===== config.mk =====
export PLATFORM = sky130hd
export DESIGN_NAME = seq_op_sequencer
export DESIGN_NICKNAME = d
export VERILOG_FILES = /design/src/rtl/seq_op_sequencer.sv
export SDC_FILE = /design/constraint.sdc
export NUM_CORES = 1
export LEC_CHECK = 0
export CAP_MARGIN = 10
export CORE_AREA = 2 2 132 134
export CTS_CLUSTER_SIZE = 14
export DETAILED_ROUTE_END_ITERATION = 8
export DIE_AREA = 0 0 134 136
export GPL_TIMING_DRIVEN = 0
export PLACE_DENSITY_LB_ADDON = 0.2
export SLEW_MARGIN = 30
export SYNTH_ARGS = -nofsm -noshare
export SYNTH_HDL_FRONTEND = slang
export SYNTH_SLANG_ARGS = --single-unit

===== constraint.sdc =====
create_clock -name clk_i -period 2.7 [get_ports clk_i]
set_input_delay 0.27 -clock clk_i [delete_from_list [all_inputs] [get_ports clk_i]]
set_output_delay 0.27 -clock clk_i [all_outputs]
set_load 0.01 [all_outputs]

===== src/rtl/seq_op_sequencer.sv =====
// rtl/seq_op_sequencer.sv - tagged op request/response front-end driving the seq_top engine
module seq_op_sequencer #(
    parameter int WidthA        = 32,
    parameter int WidthB        = 32,
    parameter int IdWidth       = 4,
    parameter int TimeoutCycles = 128
) (
    input  logic                      clk_i,
    input  logic                      rst_ni,
    input  logic                      req_valid_i,
    output logic                      req_ready_o,
    input  logic [1:0]                req_op_i,
    input  logic [WidthA-1:0]         req_a_i,
    input  logic [WidthB-1:0]         req_b_i,
    input  logic [IdWidth-1:0]        req_id_i,
    output logic                      rsp_valid_o,
    input  logic                      rsp_ready_i,
    output logic [WidthA+WidthB-1:0]  rsp_data_o,
    output logic [IdWidth-1:0]        rsp_id_o,
    output logic [1:0]                rsp_err_o,
    output logic [WidthA-1:0]         a_o,
    output logic [WidthB-1:0]         b_o,
    output logic                      start_o,
    input  logic [WidthA+WidthB-1:0]  c_i,
    input  logic [WidthA-1:0]         q_i,
    input  logic [WidthB-1:0]         r_i,
    input  logic                      finish_i
);

    localparam int WidthC = WidthA + WidthB;
    localparam int CntW   = $clog2(TimeoutCycles + 1);

    localparam logic [1:0] OP_MUL = 2'b00;
    localparam logic [1:0] OP_DIV = 2'b01;
    localparam logic [1:0] OP_REM = 2'b10;
    localparam logic [1:0] OP_ILL = 2'b11;

    localparam logic [1:0] ERR_OK      = 2'b00;
    localparam logic [1:0] ERR_DIV0    = 2'b01;
    localparam logic [1:0] ERR_ILLEGAL = 2'b10;
    localparam logic [1:0] ERR_TIMEOUT = 2'b11;

    typedef enum logic [1:0] {
        IDLE  = 2'b00,
        ISSUE = 2'b01,
        BUSY  = 2'b10,
        RESP  = 2'b11
    } state_t;

    state_t              state_q, state_d;
    logic [1:0]          op_q;
    logic [WidthA-1:0]   a_q;
    logic [WidthB-1:0]   b_q;
    logic [IdWidth-1:0]  id_q;
    logic [WidthC-1:0]   data_q;
    logic [1:0]          err_q;
    logic [CntW-1:0]     cnt_q;

    logic accept;
    logic div_zero;
    logic local_resp;
    logic timeout;

    assign accept     = req_valid_i && (state_q == IDLE);
    assign div_zero   = ((req_op_i == OP_DIV) || (req_op_i == OP_REM)) && (req_b_i == '0);
    assign local_resp = (req_op_i == OP_ILL) || div_zero;
    // cnt_q counts completed BUSY cycles, so the last allowed one sees TimeoutCycles-1
    assign timeout    = (cnt_q == CntW'(TimeoutCycles - 1));

    always_ff @(posedge clk_i or negedge rst_ni) begin
        if (!rst_ni) begin
            state_q <= IDLE;
        end else begin
            state_q <= state_d;
        end
    end

    always_comb begin
        state_d = state_q;
        case (state_q)
            IDLE: begin
                if (accept) begin
                    state_d = local_resp ? RESP : ISSUE;
                end
            end
            ISSUE: state_d = BUSY;
            BUSY: begin
                if (finish_i || timeout) begin
                    state_d = RESP;
                end
            end
            RESP: begin
                if (rsp_ready_i) begin
                    state_d = IDLE;
                end
            end
            default: state_d = IDLE;
        endcase
    end

    always_ff @(posedge clk_i or negedge rst_ni) begin
        if (!rst_ni) begin
            op_q   <= '0;
            a_q    <= '0;
            b_q    <= '0;
            id_q   <= '0;
            data_q <= '0;
            err_q  <= '0;
            cnt_q  <= '0;
        end else begin
            case (state_q)
                IDLE: begin
                    if (accept) begin
                        op_q   <= req_op_i;
                        a_q    <= req_a_i;
                        b_q    <= req_b_i;
                        id_q   <= req_id_i;
                        data_q <= '0;
                        err_q  <= ERR_OK;
                        if (req_op_i == OP_ILL) begin
                            err_q <= ERR_ILLEGAL;
                        end else if (div_zero) begin
                            err_q <= ERR_DIV0;
                            if (req_op_i == OP_DIV) begin
                                data_q <= {{WidthB{1'b0}}, {WidthA{1'b1}}};
                            end else begin
                                data_q <= {{WidthB{1'b0}}, req_a_i};
                            end
                        end
                    end
                end
                ISSUE: cnt_q <= '0;
                BUSY: begin
                    // finish has priority over a coincident timeout
                    if (finish_i) begin
                        err_q <= ERR_OK;
                        case (op_q)
                            OP_MUL:  data_q <= c_i;
                            OP_DIV:  data_q <= {{WidthB{1'b0}}, q_i};
                            OP_REM:  data_q <= {{WidthA{1'b0}}, r_i};
                            default: data_q <= '0;
                        endcase
                    end else if (timeout) begin
                        data_q <= '0;
                        err_q  <= ERR_TIMEOUT;
                    end else begin
                        cnt_q <= cnt_q + CntW'(1);
                    end
                end
                default: ;
            endcase
        end
    end

    assign req_ready_o = (state_q == IDLE);
    assign rsp_valid_o = (state_q == RESP);
    assign start_o     = (state_q == ISSUE);
    assign rsp_data_o  = data_q;
    assign rsp_id_o    = id_q;
    assign rsp_err_o   = err_q;
    assign a_o         = a_q;
    assign b_o         = b_q;

endmodule


Yosys cells after proc, flatten, opt, wreduce, memory -nomap -nowiden
Index checks and enable logic that the tools add are counted.
Widths: inputs -> output; s select.
{ "totals": {"romBits": 0, "inputBits": 203, "memories": 0, "latch_bits": 0, "mem_bits_rw": 0, "elab_cells": 60, "ff_bits": 146} }
{ "classes": {"multipliers": 0, "n_reduce_logical": 14, "mux": 22, "n_eq_ne": 15, "n_lt_le_gt_ge": 0, "div": 0, "n_addsub": 1, "n_bitwise": 0, "n_shift": 0} }
{ "op_table": {"columns": ["op", "n"], "rows": [
  ["$mux 64", 3],
  ["$pmux 64 s3", 1],
  ["$pmux 64 s2", 1],
  ["$mux 32", 3],
  ["$logic_not 32->1", 1],
  ["$mux 2", 8],
  ["$mux 8", 2],
  ["$pmux 8 s2", 1],
  ["$eq 2x2->1 const B", 5],
  ["$reduce_and 3->1", 3],
  ["$add 8x1->8 const B", 1],
  ["$eq 8x7->1 const B", 1],
  ["$pmux 2 s4", 1],
  ["$eq 2x1->1 const B", 3],
  ["$ne 2x2->1 const B", 3],
  ["$logic_not 2->1", 2],
  ["$ne 2x1->1 const B", 2],
  ["$pmux 2 s2", 1],
  ["$reduce_bool 2->1", 2],
  ["$logic_or 1x1->1", 3],
  ["$ne 3x3->1 const B", 1],
  ["$logic_and 1x1->1", 2],
  ["$reduce_and 2->1", 1],
  ["$mux 1", 1]
]} }

Logic depth before layout (Yosys ltp)
{ "depth": {"ltp_word": 7, "ltp_mapped": 8, "mapped_depth_nobuf": 6} }

Least setup slack after synthesis
OpenSTA, ideal clock, no wires.
{ "synth_timing": {"kind": "flip-flop to flip-flop", "from": "register state_q[0]", "to": "register b_q[0] (netlist: b_o[0])", "t_required_ns": 2.575, "t_arrival_ns": 1.672, "stages_incl_launch_ff": 7, "setup_slack_ns": 0.903, "cell_sequence": "dfrtp_1 > inv_1 > ha_1 > buf_2 > nand2_2 > buf_1 > mux2_2"} }
{ "synth_via": {"elab_chain_cells": 3} }
{ "synth_rtl": {"columns": ["element", "line", "rtl"], "rows": [
  ["start, declared", "50", "state_t state_q, state_d;"],
  ["start signal, assigned", "74", "state_q <= state_d;"],
  ["$logic_not 2->1 *", null, null],
  ["via req_ready_o", "11", "output logic req_ready_o,"],
  ["$logic_and 1x1->1", "64", "assign accept = req_valid_i && (state_q == IDLE);"],
  ["$reduce_and 2->1 (no source line) *", null, null],
  ["end signal, assigned", "116", "b_q <= req_b_i;"],
  ["end, declared", "53", "logic [WidthB-1:0] b_q;"]
]} }
The timed path passes the listed nets; every way through them passes the cells marked *.
A chain may end at the register's enable or synchronous reset.

Worst setup path after layout
{ "layout_timing": {"from": "register state_q[1]", "to": "register data_q[10] (netlist: rsp_data_o[10])"} }
{ "layout_via": {"elab_chain_cells": 4, "elab_cells_between_ends": 8} }
{ "layout_rtl": {"columns": ["element", "line", "rtl"], "rows": [
  ["$logic_not 2->1", "64, 111", null],
  ["$logic_and 1x1->1", "64", null],
  ["$ne 2x1->1 (no source line)", null, null],
  ["$reduce_and 3->1 (no source line)", null, null],
  ["end signal, assigned", "125", "data_q <= {{WidthB{1'b0}}, {WidthA{1'b1}}};"],
  ["end signal, assigned", "127", "data_q <= {{WidthB{1'b0}}, req_a_i};"],
  ["end signal, assigned", "138", "OP_MUL: data_q <= c_i;"],
  ["end, declared", "55", "logic [WidthC-1:0] data_q;"]
]} }
Several ways; a longest one is shown, not always the timed one.

==> results.md <==
* Initial antenna violation count at 0
* First drt pass iteration count at 6
* Skew final at 6.57 ps
* Drt drc at 0
* Root Buffer: clkbuf_16
* Syn avg cell area at 11.2 µm²
* Max-cap violations at 0
* Status: finished, final reports clean
* Chip height at 136 µm
* Routed wire length at 24600 µm
* Req. time, crit path at 3030 ps
* Min Tclk post-route at 2270 ps
* Post-CTS Setup Repair Bufs at 0
* Max FO, Critical Path at 10
* Final slew viol count at 0
* Vias in the first global route at 6850
* Share of cells above drive strength 1 at 18.5%
* EDFF count, synth at 0
* Top cell type's share of synthesized area at 49.3%
* FMAX at 440 MHz
* Area contributors post-synth: dfrtp_1 49%, mux2_2 10%, mux2i_1 4.6%
* # setup viols final at 0
* Hpwl dp at 18700 µm
* Yosys top cell by area: dfrtp_1
* HP Class: in -> async
* Syn-to-layout area delta at 58.7%
* Leakage at 4.73 nW
* Mapped Area at 7400 µm²
* Cts hold-fix bufs at 1
* Distinct cell type count after synthesis at 43
* Count of synthesis-stage warnings from yosys at 0
* Final Cycle Share at 84.1%
* Mapped Nets at 870
* RSZ-0062 raised after global routing: no
* # clock sinks at 146
* Port Buffers at 339
* Worst vdd ir at 0.598 mV
* Slowest stage delay, CP at 520 ps
* Routability cong. at 0.874
* Overall global routing resource usage at 26.9%
* IO Pins at 340
* Seq/Total Area, Yosys at 49.3%
* Net count reported at finish at 1230
* Critical setup path kind: reg -> reg
* Largest net degree at the start of global routing at 82
* TNS Setup at 0 ps
* Worst-case clock buffer depth at 2
* Antenna violation net count after detailed routing at 0
* CTS buffer count at 17
* CTS clk-pin slew, worst paths at 60 ps
* Ys flop type: dfrtp_1
* CTS tree: done
* Flops & latches, synth at 146
* PostCTS Resize Cnt at 0
* Starting Density at 43.9%
* DIE AREA at 18200 µm²
* Global route overflow at 0
* H-tree levels at 4
* Total number of vias at 6738
* Global-route wire length before repair at 37700 µm
* Worst-path cell with the longest stage delay: o21ai_2
* Worst-Margin Slew at 617 ps
* CP Capture Type: flop
* Core area at 16900 µm²
* Fraction of registers with async set/reset at 100%
* Slew HR at 58.8%
* Startpoint types: flop
* Wire per inst at 19.6 µm
* Data arrival time of the worst path at 2600 ps
* Crit-path cells: inv_1 > ha_1 > buf_2 > o21ai_2 > clkbuf_1 > a211oi_1 > o22ai_1
* Drt initial violations at 385
* Inserted Diodes at 0
* Vias per Instance at 5.36
* Final Hold Fails at 0
* Clock latency on the worst-skew pair at 420 ps
* Die width at 134 µm
* Power Dens Cells at 1110 nW/µm²
* Row cnt at 48
* Overall power at 0.0130 W
* Syn Inst Count at 660
-- per-layer routing --
| layer | share of wire (%) | vias up | global-route usage (%) | routed length, µm |
|---|---|---|---|---|
| met5 | 0 | - | 0 | 0 |
| met4 | 2.1 | 0 | 8.92 | 527 |
| met1 | 41 | 3284 | 33.5 | 10200 |
| met3 | 6.7 | 33 | 6.64 | 1660 |
| met2 | 50 | 254 | 45.9 | 12300 |
| li1 | - | 3167 | - | - |
-- worst max-delay path: cells and delay by family, from the launching register on --
family	cells	cell delay, ps
compound gates	3	840
buf+inv	3	730
flops	1	420
fa+ha+maj	1	200
-- registers in the layout, indices dropped and copies added (netlist names) --
name and cells:
op_q 2, b_o 32, rsp_data_o 64, state_q 2, rsp_err_o 2, cnt_q 8, a_o 32, rsp_id_o 4
-- power by group --
group          internal (W)  switching, W  total [W]
sequential          0.00313      0.000484    0.00361
combinational       0.00353       0.00341    0.00694
clock               0.00152      0.000981    0.00250
-- stage by stage --
stage          setup WS [ps]  hold WS [ps]  utilization, %  area (µm²)  cells
3_5_place_dp             371           262            65.8       11100   1225
2_1_floorplan            903         -25.6               -        7400    660
3_3_place_gp           -4800           487            65.7       11100   1224
4_1_cts                  438           375            69.6       11700   1258
6_report                 430           381            69.6       11700   1258
5_1_grt                  233           383            69.6       11700   1258
-- synth_stat cells (3+ instances only) --
cell type and instances:
o21ai_1 30, nor4_1 8, nand3_1 4, mux2_2 69, buf_1 3, nand2_1 45, nor2_1 36, dfrtp_1 146
a211oi_1 13, o22ai_1 14, buf_6 4, a31oi_1 3, ha_1 7, nand2b_1 4, o21ai_0 37, buf_4 4
a311o_1 3, a211oi_2 21, nor2b_1 7, o22ai_2 20, o2bb2ai_1 32, clkbuf_1 20, a21oi_1 38, buf_2 26
inv_1 7, mux2i_1 34
-- layout by cell type, fill, tap and decap left out, types with 21 or more instances in the layout --
| cell | count |
|---|---|
| o2bb2ai_1 | 32 |
| buf_2 | 26 |
| mux2i_1 | 34 |
| nor2_1 | 36 |
| mux2_2 | 69 |
| dfrtp_1 | 146 |
| a21oi_1 | 38 |
| o21ai_1 | 30 |
| clkdlybuf4s50_1 | 338 |
| o21ai_0 | 37 |
| a211oi_2 | 21 |
| nand2_1 | 45 |
-- logic make-up (layout without fill, tap and decap cells) --
family	Yosys count	in the layout	synth area share, %
buf+inv	64	437	4.29
flops	146	146	49.3
fa+ha+maj	7	7	1.18
simple gates	121	121	8.20
mux	103	103	15.1
compound gates	219	219	21.9
-- final timing paths --
kind / start / end / slack [ps] / cells past startpoint
worst max-delay path: state_q[1] / rsp_data_o[10] / 430 / 7
worst min-delay path: rst_ni / b_o[23] / 380 / 2
worst max register to register: state_q[1] / rsp_data_o[10] / 430 / 7
worst min register to register: b_o[23] / b_o[23] / 500 / 1
max in group asynchronous: rst_ni / cnt_q[7] / 1530 / 3
min in group clk_i: c_i[34] / rsp_data_o[34] / 390 / 3
-- area by class of cell --
type / instances / area, µm²
plain buffers: 57 / 292
clock inverters: 13 / 173
inverters: 7 / 26.3
well taps: 225 / 282
fillers: 1313 / 5130
repair buffers: 341 / 3440
flip-flops and latches: 146 / 3650
multi-input cells: 450 / 3430
clock buffers: 19 / 453
No activity file was read; power rests on OpenSTA's default activity.
